[src/rtl/timer_extract.sv]
// timer_extract: captures the 8-byte BCD timestamp that follows a frame head,
// validates it and presents the decoded time with a one-cycle valid strobe,
// or a one-cycle error strobe with a held error code.
// Optional feature macro: TIMER_EXTRACT_BIN_EN adds a sequential BCD-to-binary
// conversion (CONV state) and the time_bin_o port (time in 100 us units).
module timer_extract #(
  parameter logic [15:0] TIMEOUT = 16'd1000
) (
  input  logic        clk_i,
  input  logic        rst_n_i,
  input  logic        start_i,
  input  logic [7:0]  rd_data_i,
  input  logic        rd_valid_i,
  output logic [39:0] time_o,
`ifdef TIMER_EXTRACT_BIN_EN
  output logic [29:0] time_bin_o,
`endif
  output logic        valid_o,
  output logic        err_o,
  output logic [1:0]  err_code_o,
  output logic        busy_o
);

  typedef enum logic [2:0] {StIdle, StCapt, StCheck, StConv, StDone} state_e;

  state_e      state_q, state_d;
  logic [2:0]  cnt_q, cnt_d;
  logic [15:0] gap_q, gap_d;
  logic [39:0] cap_q, cap_d;   // b4..b0; pad bytes only need a non-zero flag
  logic        pad_q, pad_d;
  logic [39:0] time_q;
  logic        valid_q, err_q;
  logic [1:0]  code_q;
  logic        err_set;
  logic [1:0]  code_set;
  logic        bcd_bad, range_bad;

`ifdef TIMER_EXTRACT_BIN_EN
  logic [1:0]  step_q, step_d;
  logic [29:0] acc_q, acc_d, bin_q, frac;

  function automatic logic [29:0] bcd_to_bin(input logic [7:0] b);
    return 30'(b[7:4]) * 30'd10 + 30'(b[3:0]);
  endfunction

  assign frac = 30'(cap_q[15:12]) * 30'd1000 + 30'(cap_q[11:8]) * 30'd100 +
                30'(cap_q[7:4]) * 30'd10 + 30'(cap_q[3:0]);
`endif

  // Digit and range checks on the captured time bytes.
  always_comb begin
    bcd_bad = 1'b0;
    for (int i = 0; i < 10; i++) begin
      if (cap_q[4*i +: 4] > 4'd9) bcd_bad = 1'b1;
    end
    // Hour compared as a BCD byte; only meaningful once the digits are valid.
    range_bad = (cap_q[23:20] > 4'd5) || (cap_q[31:28] > 4'd5) || (cap_q[39:32] > 8'h23);
  end

  // Next-state logic for capture, validation and conversion sequencing.
  always_comb begin
    state_d  = state_q;
    cnt_d    = cnt_q;
    gap_d    = gap_q;
    cap_d    = cap_q;
    pad_d    = pad_q;
    err_set  = 1'b0;
    code_set = 2'd0;
`ifdef TIMER_EXTRACT_BIN_EN
    step_d   = step_q;
`endif
    unique case (state_q)
      StIdle: begin
        if (start_i) begin
          state_d = StCapt;
          cnt_d   = '0;
          gap_d   = '0;
          pad_d   = 1'b0;
        end
      end
      StCapt: begin
        if (start_i) begin
          // Restart wins over a coincident byte, which is dropped.
          cnt_d = '0;
          gap_d = '0;
          pad_d = 1'b0;
        end else if (rd_valid_i) begin
          gap_d = '0;
          if (cnt_q < 3'd5) cap_d[{cnt_q, 3'b000} +: 8] = rd_data_i;
          else              pad_d = pad_q | (|rd_data_i);
          cnt_d = cnt_q + 3'd1;
          if (cnt_q == 3'd7) state_d = StCheck;
        end else begin
          gap_d = gap_q + 16'd1;
          if (TIMEOUT != 16'd0 && gap_d == TIMEOUT) begin
            state_d  = StIdle;
            err_set  = 1'b1;
            code_set = 2'd3;
          end
        end
      end
      StCheck: begin
        if (bcd_bad || range_bad) begin
          state_d  = StIdle;
          err_set  = 1'b1;
          code_set = 2'd1;
        end else if (pad_q) begin
          state_d  = StIdle;
          err_set  = 1'b1;
          code_set = 2'd2;
        end else begin
`ifdef TIMER_EXTRACT_BIN_EN
          state_d = StConv;
          step_d  = 2'd0;
`else
          state_d = StDone;
`endif
        end
      end
`ifdef TIMER_EXTRACT_BIN_EN
      StConv: begin
        step_d = step_q + 2'd1;
        if (step_q == 2'd3) state_d = StDone;
      end
`endif
      StDone:  state_d = StIdle;
      default: state_d = StIdle;
    endcase
  end

`ifdef TIMER_EXTRACT_BIN_EN
  // One conversion step per CONV cycle: hours, then minutes, seconds, fraction.
  always_comb begin
    acc_d = acc_q;
    if (state_q == StConv) begin
      unique case (step_q)
        2'd0:    acc_d = bcd_to_bin(cap_q[39:32]);
        2'd1:    acc_d = acc_q * 30'd60 + bcd_to_bin(cap_q[31:24]);
        2'd2:    acc_d = acc_q * 30'd60 + bcd_to_bin(cap_q[23:16]);
        default: acc_d = acc_q * 30'd10000 + frac;
      endcase
    end
  end
`endif

  // State and registered outputs; outputs are decoded from the next state so
  // the strobes land in the same cycle the FSM enters DONE.
  always_ff @(posedge clk_i) begin
    if (!rst_n_i) begin
      state_q <= StIdle;
      cnt_q   <= '0;
      gap_q   <= '0;
      cap_q   <= '0;
      pad_q   <= 1'b0;
      time_q  <= '0;
      valid_q <= 1'b0;
      err_q   <= 1'b0;
      code_q  <= '0;
`ifdef TIMER_EXTRACT_BIN_EN
      step_q  <= '0;
      acc_q   <= '0;
      bin_q   <= '0;
`endif
    end else begin
      state_q <= state_d;
      cnt_q   <= cnt_d;
      gap_q   <= gap_d;
      cap_q   <= cap_d;
      pad_q   <= pad_d;
      valid_q <= (state_d == StDone);
      err_q   <= err_set;
      if (err_set)                 code_q <= code_set;
      else if (state_d == StDone)  code_q <= 2'd0;
      if (state_d == StDone)       time_q <= cap_q;
`ifdef TIMER_EXTRACT_BIN_EN
      step_q  <= step_d;
      acc_q   <= acc_d;
      if (state_d == StDone)       bin_q <= acc_d;
`endif
    end
  end

  assign time_o     = time_q;
  assign valid_o    = valid_q;
  assign err_o      = err_q;
  assign err_code_o = code_q;
  assign busy_o     = (state_q != StIdle);
`ifdef TIMER_EXTRACT_BIN_EN
  assign time_bin_o = bin_q;
`endif

endmodule
[config.mk]
export PLATFORM = sky130hd
export DESIGN_NAME = timer_extract
export DESIGN_NICKNAME = d
export VERILOG_FILES = /design/src/rtl/timer_extract.sv
export SDC_FILE = /design/constraint.sdc
export NUM_CORES = 1
export LEC_CHECK = 0
export BUFFER_PORTS_ARGS = -buffer_cell sky130_fd_sc_hd__buf_4
export CAP_MARGIN = 0
export CORE_MARGIN = 10
export CORE_UTILIZATION = 50
export DETAILED_ROUTE_END_ITERATION = 6
export GPL_TIMING_DRIVEN = 0
export PLACE_DENSITY = 0.7
export SETUP_SLACK_MARGIN = 0.02
export SKIP_CTS_REPAIR_TIMING = 1
export SLEW_MARGIN = 20
export SYNTH_ARGS = -nofsm -noshare
export SYNTH_HDL_FRONTEND = slang
export SYNTH_SLANG_ARGS = --single-unit
export TNS_END_PERCENT = 10
[constraint.sdc]
create_clock -name clk_i -period 6.35 [get_ports clk_i]
set_clock_uncertainty 0.2 [all_clocks]
set_input_delay 0 -clock clk_i [delete_from_list [all_inputs] [get_ports clk_i]]
set_output_delay 0 -clock clk_i [all_outputs]
set_load 0.1 [all_outputs]
==> out/results.ini <==
[pwr]
ir_worst_vdd_uv=159
static-leakage-power_nw=2.20
p_per_area_nw_per_um2=219

[placed_design]
post_dp_cell_area_sq_um=5070
gpl.final_weighted_congestion=0.872
place.detailed.instances=688
portBuffers=55
post-dp-hpwl_mm=8.13

[setup_path]
worst_setup_path_end_kind=flip-flop
worst-path-buf-inv=1
crit_arrival_ns=2.78
cp-start-kind=flip-flop
critical_path.most_common_cell=sky130_fd_sc_hd__ha_1
critical_path.top_delay_family=simple AND/OR/NAND/NOR gates
worst_ep_required_time_ns=6.40
worstPathCellList=inv_1 > ha_1 > ha_1 > nor4b_1 > nand4_1 > mux2i_1 > nor2_1
critical_path.slowest_cell=sky130_fd_sc_hd__nand4_1
critical_path_max_stage_delay_ns=0.59
cp_max_fo=8
crit_type=reg -> reg

[worst_hold_path]
worst_hold_path_type=reg -> reg

[route]
wl_per_cell_um=15.6
vias=3918
vias_per_cell=5.48
ant_nets=0
routed_wirelength_mm=11.2
drc=0
detailedRoute.firstIterationViolations=298
dr.pass1.iters=4

[outcome]
run_status=complete, no violations

[synth]
synthesis.instances=525
synth_sequential_area_ratio_pct=47.4
synth.distinct_cells=49
syn-cell-area_sq_um=4520
synth_seq_cells=107
synth_area_per_cell_sq_um=8.61
ys.flop_type=sky130_fd_sc_hd__dfxtp_1
synth_warnings=0
synth_fp_nets=543
synth_async_sr_flop_share_pct=0
synth-edff-count=0

[floorplan]
chipWidth_um=115
starting_density_of_the_core_pct=51.6
ioPinCount=57
dieArea_sq_um=13200
floorplan.core_area_sq_um=8760
die_height_um=115
rows=34

[clock_network]
cts_tree=built
clock_tree.buffer_depth=2
clk_pin_slew_ns=0.11
clock_insertion_delay_worst_skew_ns=0.38
ctsHtreeMaxLevel=3
cts.root.buffer_cell=sky130_fd_sc_hd__clkbuf_8
cts-buffers-inserted=9
cts.sink_count=107

[layout]
final_cells=715
mostFrequentLayoutCell=sky130_fd_sc_hd__dfxtp_1
mostFrequentLayoutCells=107 x sky130_fd_sc_hd__dfxtp_1, 95 x sky130_fd_sc_hd__nand2_1, 64 x sky130_fd_sc_hd__nor2_1, 61 x sky130_fd_sc_hd__buf_4, 52 x sky130_fd_sc_hd__a21oi_1
drive_gt1_share_pct=15.8
finalNetCount=620
num_antenna_cells=0
area_growth_pct=19.3
layout.filler_cells=771
final_area_sq_um=5400

[global_routing]
number_of_antenna_violations_at_the_first_check_in_global_routing=0
grt_first_pass_wirelength_mm=18.7
grt.total_usage_pct=17.1
overflow=0
grt_start_max_net_pins=21
number_of_global_route_vias_before_repair=3821

[sta]
finalSetupViolations=0
grt_setup_unrepaired=false
max_clock_freq_ghz=0.367
worst_slew_pin_slew_ns=0.785
final.hold.worst_slack_ns=0.258
period_share_pct=43.0
finalHoldViolCount=0
final_min_period_ns=2.73
fin_tns_setup_ns=0
final-max-slew-violation-count=0
slew_headroom_pct=47.5

[run]
max_cap_violations=0

synth_stat cells (all sizes together) (8+ instances only):
master,instances,area (sq um)
nand3,13,70.1
nand4,10,77.6
mux2i,40,400
dfxtp,107,2140
buf,16,108
nor4,8,65.1
nand2,95,357
and3,9,56.3
o21ai,26,130
a21oi,52,260
nor2,64,240
clkbuf,19,71.3
layer usage:
| metal | track usage, % | vias to the layer above | part of all wire, % |
|---|---|---|---|
| met5 | 0 | - | 0 |
| met4 | 5.28 | 0 | 1.5 |
| met3 | 4.32 | 12 | 5.3 |
| met2 | 28.0 | 88 | 48 |
| met1 | 21.6 | 1853 | 45 |
| li1 | - | 1965 | - |
metrics by stage:
step           power (mW)  worst slack (ns)  utilization (%)
3_5_place_dp        0.742              3.70             57.9
2_1_floorplan       0.720              4.10                -
5_1_grt              1.22              3.47             61.6
6_report             1.18              3.62             61.6
3_3_place_gp        0.741              3.79             57.9
4_1_cts              1.19              3.65             60.3
final timing paths:
path | start | endpoint | slack (ns) | cells past startpoint
max | cnt_q[0] | cap_q[21] | 3.62 | 7
min | cap_q[28] | time_o[28] | 0.26 | 2
max reg2reg | cnt_q[0] | cap_q[21] | 3.62 | 7
min reg2reg | cap_q[28] | time_o[28] | 0.26 | 2
worst reg2reg max path, delay by kind of cell (launching register included):
kind / cells / cell delay (ns)
AND/OR/NAND/NOR: 3 / 1.01
adder cells (fa/ha/maj): 2 / 0.54
flip-flops: 1 / 0.40
multiplexers: 1 / 0.35
buffers and inverters: 1 / 0.11
sequential cells by signal, summed over array words and instances (netlist names):
signal / count
cap_q: 40
cnt_q: 3
err_code_o: 2
err_o: 1
gap_q: 16
pad_q: 1
state_q: 3
time_o: 40
valid_o: 1
kinds of logic after synthesis:
| family | synth area share (%) |
|---|---|
| AND/OR/NAND/NOR | 25.1 |
| flip-flops | 47.4 |
| AO/OA/AOI/OAI | 11.9 |
| multiplexers | 8.85 |
| buffers and inverters | 4.29 |
| adder cells (fa/ha/maj) | 1.66 |
| XOR/XNOR | 0.775 |
power breakdown:
group | switching (mW) | internal, mW | total, mW | leakage, nW
registers | 0.00307 | 0.673 | 0.676 | 0.862
logic | 0.0364 | 0.0194 | 0.0559 | 1.23
clock network | 0.255 | 0.194 | 0.449 | 0.111
total | 0.295 | 0.886 | 1.18 | 2.20
cell type report:
type / instances / area (sq um) / area share [%]
clock inverter: 7 / 91.3 / 1.69
clock buffer: 9 / 124 / 2.30
buffer: 35 / 179 / 3.32
timing repair buffer: 66 / 523 / 9.69
inverter: 4 / 15.0 / 0.278
tap: 108 / 135 / 2.50
sequential: 107 / 2140 / 39.7
multi-input combinational: 379 / 2190 / 40.5
No activity file was read; power rests on OpenSTA's default activity.
